$ cat src/rtl/frame_fwd_engine.sv
// rtl/frame_fwd_engine.sv - per-frame forwarding: MAC extract, one lookup, byte stream, egress pointer
module frame_fwd_engine #(
    parameter int LEN_W   = 11,
    parameter int NPORT   = 4,
    parameter int MIN_LEN = 14
) (
    input  logic                   clk_sys,
    input  logic                   rstn_sys,
    input  logic                   ptr_sfifo_empty,
    output logic                   ptr_sfifo_rd,
    input  logic [NPORT+LEN_W:0]   ptr_sfifo_dout,
    output logic                   sfifo_rd,
    input  logic [7:0]             sfifo_dout,
    output logic                   se_req,
    output logic [47:0]            se_dmac,
    output logic [47:0]            se_smac,
    output logic [NPORT-1:0]       se_src_port,
    input  logic                   se_ack,
    input  logic                   se_nak,
    input  logic [NPORT-1:0]       se_portmap,
    input  logic                   o_bp,
    output logic                   o_data_wr,
    output logic [7:0]             o_data,
    output logic                   o_ptr_wr,
    output logic [NPORT+LEN_W:0]   o_ptr
);

    typedef enum logic [2:0] {S_IDLE, S_PRD, S_PLAT, S_DATA, S_WAIT, S_PWR} state_t;

    localparam logic [LEN_W-1:0] MIN_LEN_L  = LEN_W'(MIN_LEN);
    localparam logic [LEN_W-1:0] DMAC_END   = LEN_W'(6);
    localparam logic [LEN_W-1:0] SMAC_END   = LEN_W'(12);
    localparam logic [LEN_W-1:0] LAST_MAC   = LEN_W'(11);
    localparam logic [NPORT-1:0] ALL_PORTS  = {NPORT{1'b1}};

    state_t             state_q, state_d;
    logic [LEN_W-1:0]   len_q;
    logic [LEN_W-1:0]   rd_cnt_q;
    logic [LEN_W-1:0]   byte_cnt_q;
    logic [NPORT-1:0]   src_q;
    logic [NPORT-1:0]   portmap_q;
    logic               runt_q;
    logic               rd_d1_q;
    logic               res_valid_q;
    logic               se_req_q;
    logic               o_data_wr_q;
    logic [7:0]         o_data_q;
    logic [47:0]        dmac_q;
    logic [47:0]        smac_q;
    logic               pop_byte;
    logic               result;
    logic               start;
    logic               unused_ptr_msb;

    assign unused_ptr_msb = ptr_sfifo_dout[NPORT+LEN_W];

    // Byte pops run back to back until the full frame length has been requested.
    assign pop_byte = (state_q == S_DATA) && (rd_cnt_q != len_q);
    // Only an outstanding request can be answered; stray pulses are ignored.
    assign result   = se_req_q && (se_ack || se_nak);
    assign start    = !ptr_sfifo_empty && !o_bp;

    // Next-state logic for the per-frame sequence.
    always_comb begin
        state_d = state_q;
        case (state_q)
            S_IDLE:  if (start) state_d = S_PRD;
            S_PRD:   state_d = S_PLAT;
            S_PLAT:  state_d = S_DATA;
            S_DATA:  if ((rd_cnt_q == len_q) && !rd_d1_q) state_d = S_WAIT;
            S_WAIT:  if (runt_q || res_valid_q || result) state_d = S_PWR;
            S_PWR:   state_d = start ? S_PRD : S_IDLE;
            default: state_d = S_IDLE;
        endcase
    end

    // Frame context, byte pipeline, MAC capture and lookup handshake.
    always_ff @(posedge clk_sys or negedge rstn_sys) begin
        if (!rstn_sys) begin
            state_q     <= S_IDLE;
            len_q       <= '0;
            rd_cnt_q    <= '0;
            byte_cnt_q  <= '0;
            src_q       <= '0;
            portmap_q   <= '0;
            runt_q      <= 1'b0;
            rd_d1_q     <= 1'b0;
            res_valid_q <= 1'b0;
            se_req_q    <= 1'b0;
            o_data_wr_q <= 1'b0;
            o_data_q    <= '0;
            dmac_q      <= '0;
            smac_q      <= '0;
        end else begin
            state_q     <= state_d;
            rd_d1_q     <= pop_byte;
            o_data_wr_q <= rd_d1_q && !runt_q;
            if (rd_d1_q) begin
                o_data_q <= sfifo_dout;
            end
            if (state_q == S_PLAT) begin
                len_q       <= ptr_sfifo_dout[LEN_W-1:0];
                src_q       <= ptr_sfifo_dout[NPORT+LEN_W-1:LEN_W];
                runt_q      <= ptr_sfifo_dout[LEN_W-1:0] < MIN_LEN_L;
                rd_cnt_q    <= '0;
                byte_cnt_q  <= '0;
                res_valid_q <= 1'b0;
                portmap_q   <= '0;
            end
            if (pop_byte) begin
                rd_cnt_q <= rd_cnt_q + 1'b1;
            end
            if (rd_d1_q) begin
                byte_cnt_q <= byte_cnt_q + 1'b1;
                if (byte_cnt_q < DMAC_END) begin
                    dmac_q <= {dmac_q[39:0], sfifo_dout};
                end else if (byte_cnt_q < SMAC_END) begin
                    smac_q <= {smac_q[39:0], sfifo_dout};
                end
                if ((byte_cnt_q == LAST_MAC) && !runt_q) begin
                    se_req_q <= 1'b1;
                end
            end
            // A simultaneous ack and nak resolves as a hit.
            if (result) begin
                se_req_q    <= 1'b0;
                res_valid_q <= 1'b1;
                portmap_q   <= (se_ack ? se_portmap : ALL_PORTS) & ~src_q;
            end
        end
    end

    assign ptr_sfifo_rd = (state_q == S_PRD);
    assign sfifo_rd     = pop_byte;
    assign se_req       = se_req_q;
    assign se_dmac      = dmac_q;
    assign se_smac      = smac_q;
    assign se_src_port  = src_q;
    assign o_data_wr    = o_data_wr_q;
    assign o_data       = o_data_q;
    assign o_ptr_wr     = (state_q == S_PWR) && !runt_q;
    assign o_ptr        = o_ptr_wr ? {portmap_q, 1'b0, len_q} : '0;

endmodule

$ cat config.mk
export PLATFORM = sky130hd
export DESIGN_NAME = frame_fwd_engine
export DESIGN_NICKNAME = d
export VERILOG_FILES = /design/src/rtl/frame_fwd_engine.sv
export SDC_FILE = /design/constraint.sdc
export NUM_CORES = 1
export LEC_CHECK = 0
export CAP_MARGIN = 10
export CORE_MARGIN = 2
export CORE_UTILIZATION = 35
export DETAILED_ROUTE_END_ITERATION = 7
export GPL_TIMING_DRIVEN = 0
export PLACE_DENSITY_LB_ADDON = 0.08
export SETUP_SLACK_MARGIN = 0.3
export SYNTH_ARGS = -nofsm -noshare
export SYNTH_HDL_FRONTEND = slang
export SYNTH_SLANG_ARGS = --single-unit
$ cat constraint.sdc
create_clock -name clk_sys -period 2 [get_ports clk_sys]
set_input_delay 0.2 -clock clk_sys [delete_from_list [all_inputs] [get_ports clk_sys]]
set_output_delay 0.2 -clock clk_sys [all_outputs]
set_load 0.01 [all_outputs]
* Word-level counts from Yosys, hierarchy flattened
Index checks and enable logic that the tools add are counted.
Cells by class: bitwise operators 3, order comparisons 3, equality and inequality tests 11, reductions and logical operators 24, mux-type cells 17, add/sub/neg operators 2
Operators by type and width (count):
- $mux 11 | 3
- $add 11x1->11 const B | 2
- $lt 11x4->1 const B | 2
- $pmux 3 s6 | 1
- $mux 16 | 1
- $mux 4 | 3
- $eq 11x11->1 | 1
- $eq 11x4->1 const B | 1
- $lt 11x3->1 const B | 1
- $ne 11x11->1 | 1
- $reduce_bool 2->1 | 5
- $mux 3 | 3
- $logic_and 1x1->1 | 7
- $eq 3x2->1 const B | 2
- $eq 3x3->1 const B | 2
- $mux 1 | 6
- $reduce_and 3->1 | 2
- $and 4x4->4 | 1
- $logic_not 1->1 | 4
- $ne 2x2->1 const B | 2
- $not 4->4 | 1
- $reduce_and 2->1 | 2
- $eq 3x1->1 const B | 1
- $logic_not 3->1 | 1
- other kinds (3) | 5
Word-level totals: bits in registers 153, logic and storage cells 74, bits of input ports 34, output and inout port bits 129

* Depth between registers and ports, before layout
Gate-level depths: netlist of the first run.
depth after elaboration 5, depth in mapped cells 7, mapped depth without buffers 5

* Worst setup path after synthesis of the first run
OpenSTA, ideal clock, no wires.
path type flip-flop to flip-flop, start reg byte_cnt_q[7], end reg dmac_q[0], in the netlist se_dmac[0], period minus slack after synthesis 2.102 ns, library setup time 0.125 ns, arrival time 1.977 ns, path buffers 2, cell stages (with the launch flop) 7, setup slack -0.102 ns, data required time 1.875 ns, path through dfrtp_1 > or4_4 > nor4b_4 > nand3b_1 > buf_4 > buf_6 > mux2_4
Between the ends: word-level cells in the longest chain between the ends 2
Ends and longest elaborated chain:
- start: declaration | line 39 | logic [LEN_W-1:0] byte_cnt_q;
- start signal: assignment | line 114 | byte_cnt_q <= byte_cnt_q + 1'b1;
- $lt 11x3->1 | line 115 | if (byte_cnt_q < DMAC_END) begin
- $reduce_and 2->1 (no source line)
- end signal: assignment | line 116 | dmac_q <= {dmac_q[39:0], sfifo_dout};
- end: declaration | line 48 | logic [47:0] dmac_q;
No other way between the ends. A chain may end at the register's enable or synchronous reset.

* Worst setup path after layout of the first run
start reg byte_cnt_q[8], end reg dmac_q[4], in the netlist se_dmac[4]
Same word-level chain as after synthesis.

==> flow_summary.yaml, run 1 <==
cts:
  cts_tree: "yes"
  cts_buffer_depth: 2
  cts.sinks: 153
  numCtsBuffers: 17
  cts-root-buf: "clkbuf_16"
  clk-insertion-delay-late_ns: 0.42
  clkTransAtPathRegs_ns: 0.06
  ctsHtreeMaxLevel: 4
synthesis:
  postSynthCellCount: 513
  synthTopCellsByArea: "dfrtp_1 59%, mux2_2 13%, mux2_4 4.6%, nand2_1 4.0%, and2_1 1.6%"
  ys.flop_type: "dfrtp_1"
  ys_top_cells_by_count: "153 x dfrtp_1, 76 x mux2_2, 69 x nand2_1"
  syn_area_um2: 6520
  synth-seq-cells: 153
  postSynthNetCount: 549
  synth_seq_area_share_pct: 58.72
  synthArstFlopShare_pct: 100.0
  synth_edf_count: 0
  yosysTopAreaCell: "dfrtp_1"
  syn_area_per_cell_um2: 12.71
  synth_most_common_cell: "dfrtp_1"
  yosysWarnings: 0
  yosysTopAreaCellShare_pct: 58.72
  synth.distinct_cells: 48
setup_path:
  cp_slowest_stage_delay_ns: 0.56
  critPathKind: "flop to flop"
  cp_cell_sequence: "or4_4 -> nor4b_4 -> nand3b_1 -> buf_6 -> buf_12 -> mux2_4"
  r2r-end: "se_dmac[4]"
  crit_path_top_delay_cell: "or4_4"
  rrSetupSlack_ns: -0.25
  rr_startpoint: "byte_cnt_q[8]"
  cp.arrival_ns: 2.55
  reg2reg_depth: 6
  start_kind: "flop"
  critPathMaxFanout: 10
  crit_start: "byte_cnt_q[8]"
  cp-end-kind: "flop"
  worstPathRequired_ns: 2.30
final_layout:
  area_growth_pct: 59.20
  fillers: 1484
  drive_gt1_share_pct: 39.56
  final_core_utilization_pct: 57.20
  antennaDiodeCount: 0
  fin_nets: 794
  stdcell_count: 1000
routing:
  drcViolationCount: 0
  wl_mm: 17.57
  ant_nets: 0
  drt_iter0_drc: 367
  wl_per_cell_um: 17.57
  vias: 5008
  drt-pass1-iter-count: 4
  drt-vias-per-instance: 5.008
floorplanning:
  core-area_um2: 18150
  rows: 49
  start_util_pct: 35.93
  ios: 163
  dieArea_um2: 19740
  die_h_um: 140.5
  dieWidth_um: 140.5
power_and_ir_drop:
  power.leakage_uw: 0.004620
  total_power_uw: 16300
  power.density_nw_per_um2: 1571
  ir_drop_uv: 651.1
placed_design:
  dp_cells: 903
  port_buffers: 160
  gp_congestion: 0.8640
  dp_hpwl_mm: 11.19
sta:
  setup_ws_ns: -0.2528
  grt_setup_unrepaired: "true"
  tightest_slew_ns: 0.7233
  fin_crit_ns: 2.253
  timing.final.crit_share_pct: 112.6
  finalMaxSlewViolations: 0
  max_freq_ghz: 0.4439
  setup_viol: 105
  final.setup_skew_ns: 0.01111
  tns_ns: -17.05
  hold_viol: 0
  relSlewSlack_pct: 51.78
status:
  status: "complete, but fails checks"
  violations: "negative setup slack"
hold_path:
  whs_path_depth: 3
  hold_class: "input pin to flop"
  holdPathEnd: "se_src_port[3]"
  hold_path.startpoint: "ptr_sfifo_dout[14]"
grt:
  groute.usage.overall_pct: 18.13
  grt_max_degree: 86
  first_global_vias: 5164
  grt_pass1_wl_mm: 28.08
  grt_antenna_before_repair: 0
  grt_overflow: 0
run:
  maxCapViolCount: 0
==> layout by cell type, fill, tap and decap left out, types with 5 or more instances in the layout <==
| cell | instances |
|---|---|
| dfrtp_1 | 144 |
| clkdlybuf4s50_1 | 141 |
| mux2_2 | 75 |
| nand2_1 | 67 |
| buf_6 | 40 |
| buf_4 | 35 |
| mux2_4 | 29 |
| clkbuf_16 | 21 |
| and2_4 | 16 |
| nor2_1 | 14 |
| o21ai_0 | 14 |
| dfrtp_2 | 9 |
| buf_8 | 8 |
| a21oi_1 | 8 |
| xor2_2 | 6 |
| o311ai_2 | 6 |
| nand4_1 | 6 |
| a22o_1 | 6 |
| bufinv_16 | 6 |
| xor2_1 | 5 |
| and3_1 | 5 |
| buf_12 | 5 |
| clkbuf_1 | 5 |
| inv_1 | 5 |
==> critical path: cells and delay by family, from the launching register on <==
family	cells	cell delay (ns)
buffers and inverters	2	0.38
AND/OR/NAND/NOR	3	1.07
multiplexers	1	0.29
flip-flops	1	0.39
==> layout make-up <==
cell class | count | area, um2 | area share, %
repair buffers | 226 | 2338 | 22.53
flip-flops and latches | 153 | 3840 | 36.99
clock buffers | 18 | 429.2 | 4.135
plain buffers | 25 | 324.1 | 3.122
well taps | 229 | 286.5 | 2.760
clock inverters | 14 | 244.0 | 2.351
multi-input cells | 328 | 2892 | 27.86
inverters | 7 | 26.28 | 0.2531
==> cells by family (layout without fill, tap and decap cells) <==
family	Yosys count	after routing	share of synthesized area, %
DFF	153	153	58.72
and+or+nand+nor	146	146	11.00
muxes	106	106	19.42
AOI/OAI and AO/OA	61	61	6.371
buffers and inverters	32	290	2.437
xor gates and xnor gates	12	12	1.612
adders and majority gates	2	2	0.3837
other	1	1	0.05752
==> what timing repair did <==
item | 4_1_cts | 5_1_grt
cloned | 6 | 2
setup buffers | 45 | 11
pin swaps | 25 | 19
hold buffers | 1 | 0
endpoints found under the setup margin | 160 | 160
endpoints found under the hold margin | 68 | 0
resized for setup | 201 | 42
==> registers in the layout, indices dropped and copies added (netlist names) <==
register and cells:
rd_cnt_q 11, o_data 8, portmap_q 4, o_data_wr 1, state_q 3, byte_cnt_q 11, len_q 11, se_src_port 4
res_valid_q 1, runt_q 1, rd_d1_q 1, se_req 1, se_smac 48, se_dmac 48
==> power breakdown <==
group | total (uW) | internal [uW] | switching [uW]
Combinational | 7320 | 4720 | 2600
Clock | 3640 | 2360 | 1290
Sequential | 5340 | 4350 | 990
Total | 16300 | 11400 | 4880
==> how the worst max path moves through the flow <==
| stage | endpoint | slack (ns) | cells after the start |
|---|---|---|---|
| global placement | len_q[7] | -5.53 | 1 |
| CTS | se_dmac[33] | -0.30 | 6 |
| global route | se_dmac[4] | -0.30 | 6 |
| detailed placement | o_ptr[12] | -0.52 | 5 |
| floorplan | se_dmac[0] | -0.04 | 6 |
| finish | se_dmac[4] | -0.25 | 6 |
==> metrics by stage <==
step                hold slack (ns)  setup slack (ns)  cell area, um2
floorplan                  -0.09559          -0.03650            6621
global placement             0.4556            -5.525            8509
detailed placement           0.2382           -0.5155            8538
CTS                          0.2955           -0.2991           10100
global route                 0.3007           -0.3044           10380
finish                       0.3047           -0.2528           10380
==> routing by layer <==
metal | vias to the layer above | track usage [%] | wire length (um)
li1 | 2313 | - | -
met1 | 2516 | 23.69 | 7610
met2 | 165 | 29.90 | 8731
met3 | 14 | 4.786 | 1045
met4 | 0 | 5.263 | 178
met5 | - | 0 | 0
(Power assumes the default switching activity.)
==> run 2: changes to the inputs <==
Settings changed: SKIP_LAST_GASP from default to 1.
==> run 2 against run 1 <==
Net effect:
- the flow still finishes with violations (negative setup slack)
- via count is 0.88% higher
- global-route usage is 0.10 points lower
- sequential power hardly changed
- clock power hardly changed
- register-to-register slack hardly changed
- final cell count is 0.40% higher
- first-iteration DRC count is 20% lower
- critical path type unchanged
- largest cell class unchanged
==> flow_summary.yaml, run 2 (synthesis results as in run 1) <==
sta:
  final.setup_skew_ns: 0.009842
  hold_slack_ns: 0.3052
  grt_setup_unrepaired: "true"
  hold_viol: 0
  relSlewSlack_pct: 57.37
  setup_ws_ns: -0.2582
  setup_viol: 103
  max_freq_ghz: 0.4428
  timing.final.crit_share_pct: 112.9
  tightest_slew_ns: 0.6395
  fin_crit_ns: 2.258
  finalMaxSlewViolations: 0
floorplanning:
  ios: 163
  die_h_um: 140.5
  dieWidth_um: 140.5
  core-area_um2: 18150
  dieArea_um2: 19740
  start_util_pct: 35.93
  rows: 49
cts:
  clkTransAtPathRegs_ns: 0.06
  clk-insertion-delay-late_ns: 0.42
  ctsHtreeMaxLevel: 4
  numCtsBuffers: 17
  cts_buffer_depth: 2
  cts.sinks: 153
  cts_tree: "yes"
  cts-root-buf: "clkbuf_16"
setup_path:
  cp.arrival_ns: 2.56
  reg2reg_depth: 6
  critPathKind: "flop to flop"
  start_kind: "flop"
  rr_startpoint: "byte_cnt_q[8]"
  crit_start: "byte_cnt_q[8]"
  cp-end-kind: "flop"
  worstPathRequired_ns: 2.30
  critPathMaxFanout: 10
  rrSetupSlack_ns: -0.26
  r2r-end: "se_dmac[4]"
  endpoint: "se_dmac[4]"
final_layout:
  area_growth_pct: 58.93
  final_area_um2: 10360
  final_common_cell: "dfrtp_1"
  mostFrequentLayoutCells: "144 x dfrtp_1, 141 x clkdlybuf4s50_1, 75 x mux2_2, 67 x nand2_1, 44 x buf_6"
  antennaDiodeCount: 0
  fin_nets: 798
  final_core_utilization_pct: 57.10
  drive_gt1_share_pct: 39.48
grt:
  grt_max_degree: 86
  first_global_vias: 5147
  grt_antenna_before_repair: 0
  groute.usage.overall_pct: 18.03
  grt_overflow: 0
  grt_pass1_wl_mm: 27.91
routing:
  ant_nets: 0
  wl_per_cell_um: 17.60
  drcViolationCount: 0
  drt_iter0_drc: 293
  wl_mm: 17.67
  vias: 5052
  drt-vias-per-instance: 5.032
  drt-pass1-iter-count: 5
run:
  maxCapViolCount: 0
status:
  violations: "negative setup slack"
  status: "complete, but fails checks"
placed_design:
  dp_hpwl_mm: 11.19
  gp_congestion: 0.8640
  port_buffers: 160
  placed_area_um2: 8538
power_and_ir_drop:
  total_power_uw: 16240
  power.leakage_uw: 0.004631
  power.density_nw_per_um2: 1567
  ir_drop_uv: 634.0
hold_path:
  hold_class: "input pin to flop"
run 2: final cells by class:
class / instances / area, um2
Fill cell: 1491 / 7785
Buffer: 25 / 326.6
Timing Repair Buffer: 230 / 2376
Clock buffer: 18 / 429.2
Clock inverter: 14 / 244.0
Multi-Input combinational cell: 328 / 2834
Tap cell: 229 / 286.5
Sequential cell: 153 / 3840
Inverter: 7 / 26.28
run 2: through the flow:
step / std cells / worst slack, ns / TNS [ns]
after floorplan: 513 / -0.03650 / -0.8192
after global placement: 902 / -5.525 / -868.29
after detailed placement: 903 / -0.5155 / -29.11
after CTS: 987 / -0.2991 / -21.93
after global routing: 1004 / -0.3033 / -22.76
final: 1004 / -0.2582 / -17.38
run 2: critical path, stage by stage (launching register included):
cell and delay [ns]:
dfrtp_1 0.39, or4_4 0.56, nor4b_4 0.26, nand3b_1 0.25, buf_6 0.23, buf_12 0.15
mux2_4 0.29
run 2: report_power, final:
group | switching (uW) | internal, uW | total (uW)
sequential | 987 | 4350 | 5340
combinational | 2560 | 4690 | 7250
clock | 1290 | 2360 | 3650
run 2: worst min-delay path by stage:
stage | startpoint | to | depth (start not counted)
after floorplan | rstn_sys | byte_cnt_q[0] | 0
after global placement | res_valid_q | res_valid_q | 1
after detailed placement | rstn_sys | se_smac[45] | 1
after CTS | ptr_sfifo_dout[14] | se_src_port[3] | 3
after global routing | ptr_sfifo_dout[11] | se_src_port[0] | 3
final | ptr_sfifo_dout[14] | se_src_port[3] | 3
run 2: per-layer routing:
layer | part of all wire, % | global-route usage [%]
met2 | 49 | 29.57
met5 | 0 | 0
met3 | 5.7 | 4.786
met1 | 44 | 23.65
met4 | 1.3 | 5.316
run 2: what timing repair did:
item / 4_1_cts / 5_1_grt
cloned: 6 / 2
endpoints found under the setup margin: 160 / 159
endpoints found under the hold margin: 68 / 0
hold buffers: 1 / 0
gates resized for setup: 181 / 60
pin swaps: 22 / 16
setup buffers: 45 / 15
==> run 3: changes to the inputs <==
Settings changed: CORE_MARGIN 2 to 5.
==> run 3 against run 2 <==
Net effect:
- the run still ends with negative setup slack left
- global-route usage fell by 1.4 points
- clock skew is 0.0023 ns lower
- via count is 1.6% lower
- worst hold slack improved by 0.0092 ns
- critical path depth unchanged
- sequential share of layout area is 0.15 points higher
- critical endpoint is now se_dmac[7]
- largest cell class unchanged
- highest routed layer unchanged
==> flow_summary.yaml, run 3 (synthesis results as in run 1) <==
setup_path:
  cp.arrival_ns: 2.49
  critPathKind: "flop to flop"
  critPathMaxFanout: 10
  cp-end-kind: "flop"
  start_kind: "flop"
  worstPathRequired_ns: 2.30
final_layout:
  drive_gt1_share_pct: 38.85
  final_common_cell: "dfrtp_1"
  fin_nets: 790
  final_core_utilization_pct: 55.71
  antennaDiodeCount: 0
  mostFrequentLayoutCells: "145 x dfrtp_1, 141 x clkdlybuf4s50_1, 76 x mux2_2, 67 x nand2_1, 42 x buf_6"
  area_growth_pct: 58.22
  stdcell_count: 1001
cts:
  cts_tree: "yes"
  clk-insertion-delay-late_ns: 0.43
  clkTransAtPathRegs_ns: 0.06
  cts.sinks: 153
  ctsHtreeMaxLevel: 4
  cts_buffer_depth: 2
  cts-root-buf: "clkbuf_16"
  numCtsBuffers: 17
placed_design:
  gp_congestion: 0.8620
  dp_cells: 908
  dp_hpwl_mm: 11.60
  port_buffers: 160
routing:
  drt-vias-per-instance: 4.966
  drt-pass1-iter-count: 4
  vias: 4971
  wl_mm: 18.04
  ant_nets: 0
  wl_per_cell_um: 18.02
  drcViolationCount: 0
  drt_iter0_drc: 293
grt:
  use_met2_pct: 27.37
  grt_overflow: 0
  grt_antenna_before_repair: 0
  grt_max_degree: 86
  first_global_vias: 5226
  groute.layer.met3.usage_pct: 3.724
  grt_pass1_wl_mm: 28.50
  groute.usage.overall_pct: 16.63
  grt_busiest_layer: "met2"
  gr-usage-met1_pct: 21.77
sta:
  setup_ws_ns: -0.1826
  relSlewSlack_pct: 56.09
  timing.final.crit_share_pct: 109.1
  hold_viol: 0
  fin_crit_ns: 2.183
  setup_viol: 107
  final.setup_skew_ns: 0.007540
  tightest_slew_ns: 0.6586
  max_freq_ghz: 0.4582
  grt_setup_unrepaired: "true"
  finalMaxSlewViolations: 0
floorplanning:
  start_util_pct: 35.21
  ios: 163
  rows: 50
  core-area_um2: 18520
  dieArea_um2: 21460
  die_h_um: 146.5
  dieWidth_um: 146.5
run:
  maxCapViolCount: 0
hold_path:
  hold_class: "input pin to flop"
power_and_ir_drop:
  total_power_uw: 16150
  ir_drop_uv: 662.4
  power.leakage_uw: 0.004589
  power.density_nw_per_um2: 1566
status:
  status: "complete, but fails checks"
  violations: "negative setup slack"
run 3: changes by cell type in the layout (fill, tap and decap cells not counted), moves of 3 or more:
cell	before	now
clkbuf_8	3	10
o311ai_4	0	3
buf_4	36	30
buf_2	1	4
o311ai_1	6	1
buf_8	8	4
run 3: layout make-up:
| type | count | area, um2 |
|---|---|---|
| Clock buffer | 23 | 488.0 |
| Clock inverter | 9 | 160.2 |
| Timing Repair Buffer | 222 | 2311 |
| Multi-Input combinational cell | 328 | 2887 |
| Sequential cell | 153 | 3839 |
| Tap cell | 234 | 292.8 |
| Fill cell | 1522 | 8202 |
| Inverter | 7 | 26.28 |
| Buffer | 25 | 312.8 |
run 3: repair_timing:
action,4_1_cts,5_1_grt
gates resized for setup,163,75
setup endpoints to repair,158,146
setup buffers,47,7
hold buffers,1,0
cloned,6,0
pin swaps,19,21
endpoints found under the hold margin,68,0
run 3: routing by layer:
metal	part of all wire [%]	wire, um
met1	45	8079
met2	48	8712
met3	4.7	850
met4	2.2	396
met5	0	0
run 3: power breakdown:
part | total, uW | internal, uW | leakage, uW | switching [uW]
registers | 5350 | 4350 | 0.00179 | 1000
clock network | 3540 | 2230 | 0.000318 | 1310
logic | 7260 | 4670 | 0.00248 | 2590
run 3: final timing paths:
check / from / endpoint / slack, ns / cells after the start
setup / recovery: byte_cnt_q[5] / se_dmac[7] / -0.18 / 6
hold / removal: ptr_sfifo_dout[12] / se_src_port[1] / 0.31 / 3
setup reg to reg: byte_cnt_q[5] / se_dmac[7] / -0.18 / 6
hold reg to reg: res_valid_q / res_valid_q / 0.47 / 1
max in group asynchronous: rstn_sys / rd_cnt_q[7] / 0.77 / 3
min in group asynchronous: rstn_sys / se_smac[45] / 0.35 / 2
run 3: critical path, stage by stage, from the launching register on:
cell,delay [ns]
dfrtp_2,0.40
or4_4,0.53
nor4b_4,0.25
nand3b_1,0.22
buf_6,0.21
buf_12,0.15
mux2_4,0.29
run 3: per-stage QoR:
stage | hold slack (ns) | setup slack [ns] | area [um2] | setup TNS (ns)
floorplan | -0.09559 | -0.03650 | 6621 | -0.8192
global placement | 0.4565 | -5.502 | 8516 | -867.40
global route | 0.2926 | -0.2519 | 10320 | -21.02
CTS | 0.2970 | -0.2676 | 9977 | -19.13
finish | 0.3144 | -0.1826 | 10320 | -12.89
detailed placement | 0.2554 | -0.5762 | 8544 | -28.59
